==> config.mk <==
export PLATFORM = sky130hd
export DESIGN_NAME = square_root_iterative
export DESIGN_NICKNAME = d
export VERILOG_FILES = /design/src/rtl/square_root_iterative.sv
export SDC_FILE = /design/constraint.sdc
export NUM_CORES = 1
export LEC_CHECK = 0
export ABC_AREA = 1
export CAP_MARGIN = 0
export CORE_MARGIN = 5
export CORE_UTILIZATION = 54
export CTS_BUF_LIST = sky130_fd_sc_hd__clkbuf_8
export DETAILED_ROUTE_END_ITERATION = 7
export HOLD_SLACK_MARGIN = 0.02
export PLACE_DENSITY = 0.9
export SYNTH_ARGS = -nofsm -noshare
export SYNTH_HDL_FRONTEND = slang
export SYNTH_SLANG_ARGS = --single-unit
==> constraint.sdc <==
create_clock -name clock -period 3.3 [get_ports clock]
set_clock_uncertainty 0.05 [all_clocks]
set_input_delay 0.33 -clock clock [delete_from_list [all_inputs] [get_ports clock]]
set_output_delay 0.33 -clock clock [all_outputs]
set_load 0.1 [all_outputs]
==> src/rtl/square_root_iterative.sv <==
// Iterative restoring integer square root: one root bit per clock,
// with a start/busy/valid handshake and registered root and remainder.
module square_root_iterative #(
  parameter int WIDTH = 8
) (
  input  logic               clock,
  input  logic               reset,
  input  logic               start,
  input  logic [WIDTH-1:0]   alpha,
  output logic               busy,
  output logic               valid,
  output logic [WIDTH/2-1:0] root,
  output logic [WIDTH/2:0]   remainder
);

  localparam int N  = WIDTH / 2;
  localparam int CW = $clog2(N) + 1;
  localparam logic [CW-1:0] LAST = CW'(N - 1);

  typedef enum logic {IDLE, RUN} state_t;

  state_t           state_q, state_d;
  logic [WIDTH-1:0] opnd_q, opnd_d;
  logic [N+1:0]     r_q, r_d;
  logic [N-1:0]     q_q, q_d;
  logic [CW-1:0]    cnt_q, cnt_d;
  logic [N-1:0]     root_q, root_d;
  logic [N:0]       rem_q, rem_d;
  logic             busy_q, busy_d;
  logic             valid_q, valid_d;

  logic [N+1:0]     rShift, trial, rNext;
  logic [N-1:0]     qNext;

  // One restoring step; r never exceeds 2*q, so N+2 bits hold r<<2 without loss.
  always_comb begin
    rShift = (r_q << 2) | (N+2)'(opnd_q[WIDTH-1 -: 2]);
    trial  = ({2'b00, q_q} << 2) | (N+2)'(1);
    if (rShift >= trial) begin
      rNext = rShift - trial;
      qNext = (q_q << 1) | N'(1);
    end else begin
      rNext = rShift;
      qNext = q_q << 1;
    end
  end

  always_comb begin
    state_d = state_q;
    opnd_d  = opnd_q;
    r_d     = r_q;
    q_d     = q_q;
    cnt_d   = cnt_q;
    root_d  = root_q;
    rem_d   = rem_q;
    busy_d  = busy_q;
    valid_d = 1'b0;
    case (state_q)
      IDLE: begin
        if (start) begin
          opnd_d  = alpha;
          r_d     = '0;
          q_d     = '0;
          cnt_d   = '0;
          busy_d  = 1'b1;
          state_d = RUN;
        end
      end
      RUN: begin
        opnd_d = opnd_q << 2;
        r_d    = rNext;
        q_d    = qNext;
        cnt_d  = cnt_q + CW'(1);
        // The final remainder is at most 2*root, so dropping the top bit is lossless.
        if (cnt_q == LAST) begin
          root_d  = qNext;
          rem_d   = rNext[N:0];
          valid_d = 1'b1;
          busy_d  = 1'b0;
          state_d = IDLE;
        end
      end
      default: state_d = IDLE;
    endcase
  end

  always_ff @(posedge clock) begin
    if (reset) begin
      state_q <= IDLE;
      opnd_q  <= '0;
      r_q     <= '0;
      q_q     <= '0;
      cnt_q   <= '0;
      root_q  <= '0;
      rem_q   <= '0;
      busy_q  <= 1'b0;
      valid_q <= 1'b0;
    end else begin
      state_q <= state_d;
      opnd_q  <= opnd_d;
      r_q     <= r_d;
      q_q     <= q_d;
      cnt_q   <= cnt_d;
      root_q  <= root_d;
      rem_q   <= rem_d;
      busy_q  <= busy_d;
      valid_q <= valid_d;
    end
  end

  assign busy      = busy_q;
  assign valid     = valid_q;
  assign root      = root_q;
  assign remainder = rem_q;

endmodule

Word level (Yosys, flattened, before mapping). Cells that the tools add are included. W data, S select, Z words.

Word-level logic and storage cells: 37. Input bits: 11. Output and inout bits: 11. Flip-flop bits (word level): 31.

Order comparisons: 1. Bitwise gates (word level): 2. Multiplexer cells: 17. Eq/ne operators: 3. Add/sub/neg operators: 2. Reduce and logical (&&, ||, !) cells: 3.

Operators by type and width (number): $pmux W4 S2 (2); $pmux W8 S2 (1); $mux W4 (2); $mux W8 (1); $ge A6 B6 Y1 (1); $mux W1 (6); $or A6 B2 Y6 (1); $pmux W3 S2 (1); $mux W5 (1); $sub A5 B5 Y5 (1); $pmux W1 S2 (2); $reduce_and A2 Y1 (2); $add A3 B1 Y3 const B (1); $eq A3 B2 Y1 const B (1); $mux W3 (1); $ne A2 B1 Y1 const B (1); $ne A2 B2 Y1 const B (1); $reduce_or A2 Y1 (1); $not A1 Y1 (1).

Logic depth before layout (Yosys ltp). Gate-level depths: netlist (run 1).

Depth after elaboration: 4. Mapped depth: 10. Gate-level depth less buffers: 10.

Worst setup path before layout (run 1). OpenSTA, ideal clock, no wires.

Path type: register -> register. Start: reg q_q[3]. End: reg r_q[3]. Buffers on the path: 0. Arrival time: 1.259 ns. Stages on the path, launching flop included: 9. Clock period less this slack: 1.440 ns. Path slack: 1.860 ns. Setup time: 0.131 ns. Required time: 3.119 ns. Cells stage by stage: dfxtp_1 > inv_1 > ha_1 > a21oi_2 > nand3_4 > nand2_2 > nand2_2 > nand2_2 > a21oi_2.

Word-level cells in the longest chain between the ends: 3.

RTL lines: start: declaration (RTL line 25) `logic [N-1:0] q_q, q_d;`; start signal: assignment (RTL line 102) `q_q <= q_d;`; $ge A6 B6 Y1 (RTL line 39) `if (rShift >= trial) begin`; $mux W5 (RTL line 39); $pmux W4 S2 (RTL line 58) `case (state_q)`; end signal: assignment (RTL line 101) `r_q <= r_d;`; end: declaration (RTL line 24) `logic [N+1:0] r_q, r_d;`.

Every way passes these cells. A chain may end at the register's enable or synchronous reset.

Final worst setup path (run 1).
Start: reg busy_q, in the netlist busy. End: out busy.

RTL lines: start: declaration (RTL line 29) `logic busy_q, busy_d;`; start signal: assignment (RTL line 106) `busy_q <= busy_d;`; end: declaration (RTL line 10) `output logic busy,`.

No word-level cell between the ends.

==> impl_table.tex, run 1 <==
\begin{tabular}{lr}
\hline
Metric & Value \\
\hline
\multicolumn{2}{l}{\textbf{Logic synthesis}} \\
\quad Warnings, synthesis & 0 \\
\quad Mapped Cells & 195 \\
\quad Number of nets produced by synthesis & 214 \\
\quad Sequential area share after synthesis & 0.423 \\
\quad Mapped Area & 0.00147 sq mm \\
\quad Synthesized area per cell & 7.53 sq um \\
\quad Post-synth cell types & 24 \\
\quad Post-synthesis register bit count & 31 \\
\multicolumn{2}{l}{\textbf{Power}} \\
\quad Static leakage power & 0.782 nW \\
\quad Overall power of the completed layout & 917 uW \\
\quad Peak ir drop on the vdd network & 447 uV \\
\quad Power Dens Cells & 521 mW/mm\^{}2 \\
\multicolumn{2}{l}{\textbf{Clock tree}} \\
\quad Number of levels in the clock H-tree & 2 \\
\quad Clock buffer depth & 2 \\
\quad Root Driver & clkbuf\_8 \\
\quad CTS Hold Bufs & 0 \\
\quad Clock-pin slew on the worst setup and hold paths & 0.06 ns \\
\quad Number of buffers inserted during clock tree synthesis & 5 \\
\quad Clock insertion delay at the later pin of the skew report & 0.28 ns \\
\quad Number of instances resized during post-cts repair & 0 \\
\quad Number of clock sinks & 31 \\
\quad Setup fix buffers added after clock tree synthesis & 0 \\
\quad Clock tree from TritonCTS & yes \\
\multicolumn{2}{l}{\textbf{Timing}} \\
\quad Final worst slack & 1.17 ns \\
\quad Unrepaired setup endpoints after global routing & no \\
\quad Setup violations, final & 0 \\
\quad Setup tns final & 0 ns \\
\quad Worst slew margin relative to its limit & 0.354 \\
\quad Hold Slack & 0.397 ns \\
\quad Slew Limit Fails & 0 \\
\quad Upper clock frequency limit & 0.470 GHz \\
\quad Crit share post-route & 0.645 \\
\quad Number of hold-slack violations in the final timing report & 0 \\
\quad Actual slew at the worst max-slew pin & 0.966 ns \\
\quad Time the worst path needs with I/O delays and setup & 2.13 ns \\
\multicolumn{2}{l}{\textbf{GRT}} \\
\quad Global-route wire length before repair & 4950 microns \\
\quad GRT Residual Overflow & 0 \\
\quad Total global-route track usage & 0.157 \\
\quad Vias in the first global route & 1,187 \\
\quad Pin count of the biggest net entering global routing & 20 \\
\quad Antenna violations before repair & 0 \\
\multicolumn{2}{l}{\textbf{Placement}} \\
\quad Worst slack after detailed placement & 1.20 ns \\
\quad RePlAce Congestion & 0.823 \\
\quad I/O Buffers & 21 \\
\quad Detailed placer's ending HPWL & 2070 microns \\
\multicolumn{2}{l}{\textbf{Cells and area}} \\
\quad Layout filler cell count & 245 \\
\quad Area added between synthesis and finish & 19.9\% \\
\quad Final core utilization & 0.655 \\
\quad Commonest cells after routing, fill and taps aside & nand2\_1, dfxtp\_1, inv\_1 \\
\quad Most common library cell in the layout ignoring fill and taps & nand2\_1 \\
\quad Number of nets in the layout & 236 \\
\quad Layout cells sized above 1 & 0.0963 \\
\quad Number of diodes & 0 \\
\multicolumn{2}{l}{\textbf{Setup path}} \\
\quad Depth of the worst register-to-register path & 6 \\
\quad Slowest stage delay, CP & 1.13 ns \\
\quad Worst-path fanout max & 2 \\
\quad Cell chain of the critical path & clkdlybuf4s50\_1 \\
\quad Count of buffer and inverter cells on the critical path & 1 \\
\quad Data arrival time of the worst path & 1.75 ns \\
\quad Top cell family by delay on the critical path & buffers and inverters \\
\quad Critical path startpoint category & register \\
\quad CP Depth & 1 \\
\quad Required arrival time at the worst endpoint & 2.92 ns \\
\quad Critical-path top delay cell & clkdlybuf4s50\_1 \\
\quad Category of the most critical setup path & reg -> out \\
\quad CP Capture Type & output pin \\
\multicolumn{2}{l}{\textbf{Routing}} \\
\quad Remaining design rule violation count & 0 \\
\quad Total wire length & 2850 microns \\
\quad Count of vias placed by the detailed router & 1,276 \\
\quad Antenna-violating nets left & 0 \\
\quad Routed via count divided by cell count & 5.12 \\
\quad Mean routed wirelength per cell & 11.4 microns \\
\quad DRT Pass-1 Iters & 4 \\
\quad Initial DRC Count & 32 \\
\multicolumn{2}{l}{\textbf{Run status}} \\
\quad Run status & finished clean \\
\multicolumn{2}{l}{\textbf{Floorplan}} \\
\quad Number of primary I/O pins & 22 \\
\quad Floorplan die area & 0.00386 sq mm \\
\quad Width of the die & 62.1 microns \\
\quad Number of cell rows & 19 \\
\quad Standard cell core area & 0.00269 sq mm \\
\quad Die Span Y & 62.1 microns \\
\quad Starting Density & 0.546 \\
\multicolumn{2}{l}{\textbf{Hold path}} \\
\quad Worst hold path type & reg -> reg \\
\quad Cells on Worst Hold Path & 2 \\
\multicolumn{2}{l}{\textbf{Flow run}} \\
\quad Max\_cap viols & 0 \\
\hline
\end{tabular}
-- per-layer routing --
| metal | routed length (microns) | track usage |
|---|---|---|
| met5 | 0 | 0 |
| met4 | 66 | 0.0813 |
| met3 | 173 | 0.0505 |
| met2 | 1310 | 0.264 |
| met1 | 1290 | 0.175 |
-- cell families after synthesis --
group	synth area share
buf+inv	0.0921
compound gates	0.105
xor+xnor	0.0119
flops	0.423
fa+ha+maj	0.0682
simple gates	0.300
-- registers in the layout, indices dropped and copies added (netlist names) --
| register | cells |
|---|---|
| r_q | 4 |
| opnd_q | 8 |
| busy | 1 |
| q_q | 4 |
| remainder | 5 |
| root | 4 |
| state_q | 1 |
| cnt_q | 3 |
| valid | 1 |
-- synthesized netlist by cell type --
cell	instances	area share
nand2_2	6	0.026
buf_6	1	0.0077
xor2_1	2	0.012
nand3_1	17	0.058
nand3_4	1	0.012
a21oi_1	15	0.051
a22o_1	1	0.0060
inv_1	23	0.059
or2_2	1	0.0043
nand4_1	4	0.017
o21ai_1	1	0.0034
nand2_1	57	0.15
nor2_4	2	0.015
o21ai_0	5	0.017
ha_1	8	0.068
nor2_1	7	0.018
a21oi_2	2	0.012
a22oi_1	3	0.015
nor2_2	1	0.0043
inv_2	1	0.0026
clkbuf_1	1	0.0026
buf_2	3	0.010
dfxtp_1	31	0.42
buf_4	2	0.010
-- worst min-delay path: cells and delay by family (launching register included) --
family	cells	cell delay, ns
flops	1	0.31
simple gates	2	0.10
-- power by group --
group	leakage [nW]	internal [mW]	switching [mW]	total, mW
logic	0.479	0.0853	0.144	0.230
registers	0.252	0.393	0.0173	0.410
clock network	0.0505	0.141	0.136	0.277
total	0.782	0.620	0.297	0.917
-- final timing paths --
path                start            to  slack [ns]
max                  busy          busy        1.17
min          remainder[3]  remainder[3]        0.40
max reg2reg       state_q     opnd_q[6]        1.50
min reg2reg  remainder[3]  remainder[3]        0.40
-- stage by stage --
stage | std cells | instance area [sq um]
detailed placement | 241 | 1680
CTS | 249 | 1760
global route | 249 | 1760
finish | 249 | 1760
floorplan | 195 | 1470
global placement | 241 | 1680
-- final cells by class --
| class | count | area (sq um) | share of cell area |
|---|---|---|---|
| Multi-Input combinational cell | 133 | 712 | 0.404 |
| Clock inverter | 3 | 12.5 | 0.00711 |
| Timing Repair Buffer | 22 | 218 | 0.124 |
| Sequential cell | 31 | 621 | 0.353 |
| Clock buffer | 5 | 68.8 | 0.0391 |
| Tap cell | 31 | 38.8 | 0.0220 |
| Inverter | 24 | 90.1 | 0.0512 |
Power figures use the tool's default switching activity.
==> run 2, diff against run 1 <==
Settings changed: CORE_UTILIZATION 54 to 50, PLACE_DENSITY 0.9 to 0.88.
Clock period 3.3 ns to 1.8 ns, I/O delays scaled along.
==> impl_table.tex, run 2 (same netlist as run 1, synthesis figures left out) <==
\begin{tabular}{lr}
\hline
Metric & Value \\
\hline
\multicolumn{2}{l}{\textbf{GRT}} \\
\quad Antenna violations before repair & 0 \\
\quad GRT Residual Overflow & 0 \\
\quad Global-route wire length before repair & 4910 microns \\
\quad Total global-route track usage & 0.151 \\
\quad Pin count of the biggest net entering global routing & 13 \\
\quad Vias in the first global route & 1,201 \\
\multicolumn{2}{l}{\textbf{Cells and area}} \\
\quad Flip-flop count of the largest register, all copies and words added & 8 \\
\quad Total area of multi-input combinational cells & 712 sq um \\
\quad Layout cells sized above 1 & 0.166 \\
\quad Area added between synthesis and finish & 20.6\% \\
\quad FF+latch area & 621 sq um \\
\quad Layout filler cell count & 253 \\
\quad Register with the highest flop count & opnd\_q \\
\quad Final design area excluding fillers & 0.00177 sq mm \\
\quad Number of nets in the layout & 241 \\
\quad Number of diodes & 0 \\
\quad Commonest cells after routing, fill and taps aside & nand2\_1, dfxtp\_1, inv\_1 \\
\quad Most common library cell in the layout ignoring fill and taps & nand2\_1 \\
\multicolumn{2}{l}{\textbf{Routing}} \\
\quad Count of vias placed by the detailed router & 1,275 \\
\quad Total length of routed met3 wires & 207 microns \\
\quad DRT Pass-1 Iters & 4 \\
\quad Antenna-violating nets left & 0 \\
\quad Initial DRC Count & 53 \\
\quad Remaining design rule violation count & 0 \\
\quad Mean routed wirelength per cell & 11.4 microns \\
\quad Highest routing layer actually used & met4 \\
\quad Routed via count divided by cell count & 5.02 \\
\quad Routed length on met1 & 1280 microns \\
\quad Total wire length & 2900 microns \\
\quad Total met2 wirelength after detailed routing & 1340 microns \\
\multicolumn{2}{l}{\textbf{Power}} \\
\quad Static leakage power & 0.829 nW \\
\quad Relative contribution of sequential cells to total power & 0.446 \\
\quad Combinational fraction of design power & 0.255 \\
\quad Overall power of the completed layout & 1.68 mW \\
\quad Peak ir drop on the vdd network & 783 uV \\
\quad Power Dens Cells & 951 mW/mm\^{}2 \\
\quad Power spent charging and discharging nets & 540 uW \\
\quad Internal power of the cells & 1.14 mW \\
\quad Share of total power consumed by net switching & 0.321 \\
\quad Proportion of power drawn by the clock network & 0.298 \\
\multicolumn{2}{l}{\textbf{Placement}} \\
\quad Worst slack after detailed placement & 0.243 ns \\
\quad Area after detailed placement & 0.00169 sq mm \\
\quad I/O Buffers & 21 \\
\quad Detailed placer's ending HPWL & 2220 microns \\
\quad RePlAce Congestion & 0.880 \\
\multicolumn{2}{l}{\textbf{Floorplan}} \\
\quad Starting Density & 0.528 \\
\quad Number of cell rows & 19 \\
\quad Die Span Y & 64.2 microns \\
\quad Width of the die & 64.2 microns \\
\quad Number of primary I/O pins & 22 \\
\quad Standard cell core area & 0.00278 sq mm \\
\quad Floorplan die area & 0.00412 sq mm \\
\multicolumn{2}{l}{\textbf{Hold path}} \\
\quad Worst hold path type & reg -> reg \\
\multicolumn{2}{l}{\textbf{Timing}} \\
\quad Number of hold-slack violations in the final timing report & 0 \\
\quad Worst slew margin relative to its limit & 0.696 \\
\quad Unrepaired setup endpoints after global routing & no \\
\quad Crit share post-route & 0.872 \\
\quad Upper clock frequency limit & 0.637 GHz \\
\quad Hold Slack & 0.401 ns \\
\quad Final worst slack & 0.230 ns \\
\quad Setup violations, final & 0 \\
\quad Time the worst path needs with I/O delays and setup & 1.57 ns \\
\quad Slew Limit Fails & 0 \\
\quad Setup tns final & 0 ns \\
\quad Actual slew at the worst max-slew pin & 0.454 ns \\
\multicolumn{2}{l}{\textbf{Setup path}} \\
\quad Data arrival time of the worst path & 1.73 ns \\
\quad Worst-path fanout max & 8 \\
\quad Critical-path top delay cell & dfxtp\_1 \\
\quad CP Capture Type & register \\
\quad Category of the most critical setup path & reg -> reg \\
\quad Critical path startpoint category & register \\
\quad Cell chain of the critical path & inv\_1 > ha\_1 > a21oi\_2 > nand3\_4 > nand2\_1 > nand3\_1 > a21oi\_1 \\
\quad Required arrival time at the worst endpoint & 1.96 ns \\
\quad Slowest stage delay, CP & 0.33 ns \\
\multicolumn{2}{l}{\textbf{Clock tree}} \\
\quad Number of buffers inserted during clock tree synthesis & 5 \\
\quad Clock insertion delay at the later pin of the skew report & 0.29 ns \\
\quad Clock buffer depth & 2 \\
\quad Number of instances resized during post-cts repair & 0 \\
\quad Number of levels in the clock H-tree & 2 \\
\quad Clock tree from TritonCTS & yes \\
\quad Clock-pin slew on the worst setup and hold paths & 0.06 ns \\
\quad CTS Hold Bufs & 0 \\
\quad Number of clock sinks & 31 \\
\quad Setup fix buffers added after clock tree synthesis & 0 \\
\quad Root Driver & clkbuf\_8 \\
\multicolumn{2}{l}{\textbf{Flow run}} \\
\quad Max\_cap viols & 0 \\
\multicolumn{2}{l}{\textbf{Run status}} \\
\quad Run status & finished clean \\
\hline
\end{tabular}
run 2: changes by cell type in the layout (fill, tap and decap cells not counted):
cell | before | now
clkdlybuf4s50_1 | 21 | 10
buf_4 | 1 | 17
run 2: final cells by class:
| cell class | count | area share |
|---|---|---|
| Multi-Input combinational cell | 133 | 0.402 |
| Sequential cell | 31 | 0.351 |
| Timing Repair Buffer | 27 | 0.129 |
| Inverter | 24 | 0.0509 |
| Clock buffer | 5 | 0.0389 |
| Tap cell | 31 | 0.0219 |
| Clock inverter | 3 | 0.00707 |
run 2: power groups by stage:
stage	Clock [mW]	Sequential, mW	Combinational (mW)
after CTS	0.515	0.751	0.430
final	0.502	0.751	0.430
after global routing	0.552	0.754	0.480
after floorplan	0	0.770	0.331
after global placement	0	0.764	0.418
after detailed placement	0	0.766	0.429
run 2: path summary, 6_finish.rpt:
check / slack, ns / startpoint / cells after the start / end
worst max-delay path: 0.23 / q_q[3] / 7 / r_q[2]
worst min-delay path: 0.40 / remainder[1] / 2 / remainder[1]
worst max register to register: 0.23 / q_q[3] / 7 / r_q[2]
worst min register to register: 0.40 / remainder[1] / 2 / remainder[1]
run 2: critical path: cells and delay by family (launching register included):
kind | cells | cell delay (ns)
buffers and inverters | 1 | 0.05
AO/OA/AOI/OAI | 2 | 0.41
adder cells (fa/ha/maj) | 1 | 0.32
AND/OR/NAND/NOR | 3 | 0.34
flip-flops | 1 | 0.33
run 2: routing by layer:
metal / vias up / global-route usage
met5: - / 0
met4: 0 / 0.0916
met3: 8 / 0.0438
met2: 36 / 0.254
met1: 555 / 0.167
li1: 676 / -
run 2: per-stage QoR:
step           instances  utilization
2_1_floorplan        195            -
3_3_place_gp         246        0.607
3_5_place_dp         246        0.607
4_1_cts              254        0.637
5_1_grt              254        0.637
6_report             254        0.637
==> run 3, diff against run 2 <==
Settings changed: REMOVE_ABC_BUFFERS set to 1, SLEW_MARGIN set to 20.
==> impl_table.tex, run 3 (same netlist as run 1, synthesis figures left out) <==
\begin{tabular}{lr}
\hline
Metric & Value \\
\hline
\multicolumn{2}{l}{\textbf{Run status}} \\
\quad Run status & finished clean \\
\multicolumn{2}{l}{\textbf{Cells and area}} \\
\quad Number of diodes & 0 \\
\quad Number of nets in the layout & 241 \\
\quad Register with the highest flop count & opnd\_q \\
\quad Flip-flop count of the largest register, all copies and words added & 8 \\
\quad Post-route non-filler standard cell count & 254 \\
\quad Layout filler cell count & 262 \\
\quad Area added between synthesis and finish & 20.6\% \\
\quad Layout cells sized above 1 & 0.166 \\
\quad Most common library cell in the layout ignoring fill and taps & nand2\_1 \\
\quad Commonest cells after routing, fill and taps aside & nand2\_1, dfxtp\_1, inv\_1 \\
\multicolumn{2}{l}{\textbf{Routing}} \\
\quad Initial DRC Count & 59 \\
\quad Count of vias placed by the detailed router & 1,297 \\
\quad Mean routed wirelength per cell & 11.6 microns \\
\quad Antenna-violating nets left & 0 \\
\quad Total wire length & 2960 microns \\
\quad Routed via count divided by cell count & 5.11 \\
\quad Remaining design rule violation count & 0 \\
\quad DRT Pass-1 Iters & 4 \\
\multicolumn{2}{l}{\textbf{Power}} \\
\quad Proportion of power drawn by the clock network & 0.299 \\
\quad Static leakage power & 0.829 nW \\
\quad Overall power of the completed layout & 1.68 mW \\
\quad Internal power of the cells & 1.14 mW \\
\quad Power spent charging and discharging nets & 539 uW \\
\quad Combinational fraction of design power & 0.255 \\
\quad Peak ir drop on the vdd network & 767 uV \\
\quad Power Dens Cells & 950 mW/mm\^{}2 \\
\quad Share of total power consumed by net switching & 0.320 \\
\quad Relative contribution of sequential cells to total power & 0.446 \\
\multicolumn{2}{l}{\textbf{Setup path}} \\
\quad Worst-path fanout max & 8 \\
\quad Critical path startpoint category & register \\
\quad Data arrival time of the worst path & 1.77 ns \\
\quad Worst reg2reg setup slack & 0.20 ns \\
\quad CP Capture Type & register \\
\quad Category of the most critical setup path & reg -> reg \\
\quad Required arrival time at the worst endpoint & 1.97 ns \\
\multicolumn{2}{l}{\textbf{Clock tree}} \\
\quad Clock buffer depth & 2 \\
\quad Setup fix buffers added after clock tree synthesis & 0 \\
\quad Root Driver & clkbuf\_8 \\
\quad Clock insertion delay at the later pin of the skew report & 0.28 ns \\
\quad Clock tree from TritonCTS & yes \\
\quad Number of levels in the clock H-tree & 2 \\
\quad CTS Hold Bufs & 0 \\
\quad Clock-pin slew on the worst setup and hold paths & 0.06 ns \\
\quad Number of buffers inserted during clock tree synthesis & 5 \\
\quad Number of clock sinks & 31 \\
\quad Number of instances resized during post-cts repair & 0 \\
\multicolumn{2}{l}{\textbf{Floorplan}} \\
\quad Floorplan die area & 0.00412 sq mm \\
\quad Die Span Y & 64.2 microns \\
\quad Number of cell rows & 19 \\
\quad Standard cell core area & 0.00278 sq mm \\
\quad Starting Density & 0.528 \\
\quad Number of primary I/O pins & 22 \\
\quad Width of the die & 64.2 microns \\
\multicolumn{2}{l}{\textbf{GRT}} \\
\quad Total global-route track usage & 0.153 \\
\quad Pin count of the biggest net entering global routing & 11 \\
\quad Vias in the first global route & 1,190 \\
\quad Global-route wire length before repair & 4950 microns \\
\quad Antenna violations before repair & 0 \\
\quad GRT Residual Overflow & 0 \\
\multicolumn{2}{l}{\textbf{Timing}} \\
\quad Time the worst path needs with I/O delays and setup & 1.60 ns \\
\quad Setup violations, final & 0 \\
\quad Upper clock frequency limit & 0.626 GHz \\
\quad Crit share post-route & 0.888 \\
\quad Actual slew at the worst max-slew pin & 0.396 ns \\
\quad Final worst slack & 0.202 ns \\
\quad Worst slew margin relative to its limit & 0.735 \\
\quad Setup tns final & 0 ns \\
\quad Slew Limit Fails & 0 \\
\quad Unrepaired setup endpoints after global routing & no \\
\quad Number of hold-slack violations in the final timing report & 0 \\
\multicolumn{2}{l}{\textbf{Placement}} \\
\quad RePlAce Congestion & 0.833 \\
\quad Number of cells in the design after placement & 246 \\
\quad Worst slack after detailed placement & 0.208 ns \\
\quad I/O Buffers & 21 \\
\quad Detailed placer's ending HPWL & 2210 microns \\
\multicolumn{2}{l}{\textbf{Hold path}} \\
\quad Worst hold path type & reg -> reg \\
\multicolumn{2}{l}{\textbf{Flow run}} \\
\quad Max\_cap viols & 0 \\
\hline
\end{tabular}
## run 3: cell counts in the layout (fill, tap and decap cells not counted)
Identical to the previous run, type by type.
## run 3: final cells by class
cell class | instances | area (sq um) | area share
multi-input cells | 133 | 712 | 0.402
flip-flops and latches | 31 | 621 | 0.351
repair buffers | 27 | 228 | 0.129
inverters | 24 | 90.1 | 0.0509
clock buffers | 5 | 68.8 | 0.0389
well taps | 31 | 38.8 | 0.0219
clock inverters | 3 | 12.5 | 0.00707
## run 3: through the flow
stage | instance area [sq um] | hold slack [ns] | utilization
after floorplan | 1420 | 0.192 | -
after global placement | 1690 | 0.390 | 0.607
after detailed placement | 1690 | 0.397 | 0.607
after CTS | 1770 | 0.407 | 0.637
after global routing | 1770 | 0.414 | 0.637
final | 1770 | 0.404 | 0.637
## run 3: routing by layer
metal	global-route usage	up-vias	part of all wire
met2	0.265	32	0.47
met3	0.0595	9	0.066
met4	0.0687	0	0.025
li1	-	676	-
met1	0.162	580	0.44
met5	0	-	0
## run 3: worst max-delay path: stages (launching register included)
cell	delay (ns)
dfxtp_1	0.35
inv_1	0.07
ha_1	0.37
nand2_2	0.09
nor2_2	0.10
nand2_2	0.10
nand3_4	0.11
nand2_2	0.07
nand2_2	0.06
nand2_2	0.05
a21oi_2	0.11
## run 3: worst paths after layout
kind,startpoint,to,cells past startpoint
worst min-delay path,remainder[1],remainder[1],2
worst max-delay path,q_q[0],r_q[3],10
worst min register to register,remainder[1],remainder[1],2
worst max register to register,q_q[0],r_q[3],10
## run 3: power by group through the flow
stage | clock [mW] | sequential, mW | combinational [mW]
after floorplan | 0 | 0.776 | 0.307
after global placement | 0 | 0.762 | 0.423
after detailed placement | 0 | 0.764 | 0.431
after CTS | 0.514 | 0.750 | 0.432
after global routing | 0.548 | 0.753 | 0.488
final | 0.503 | 0.750 | 0.429
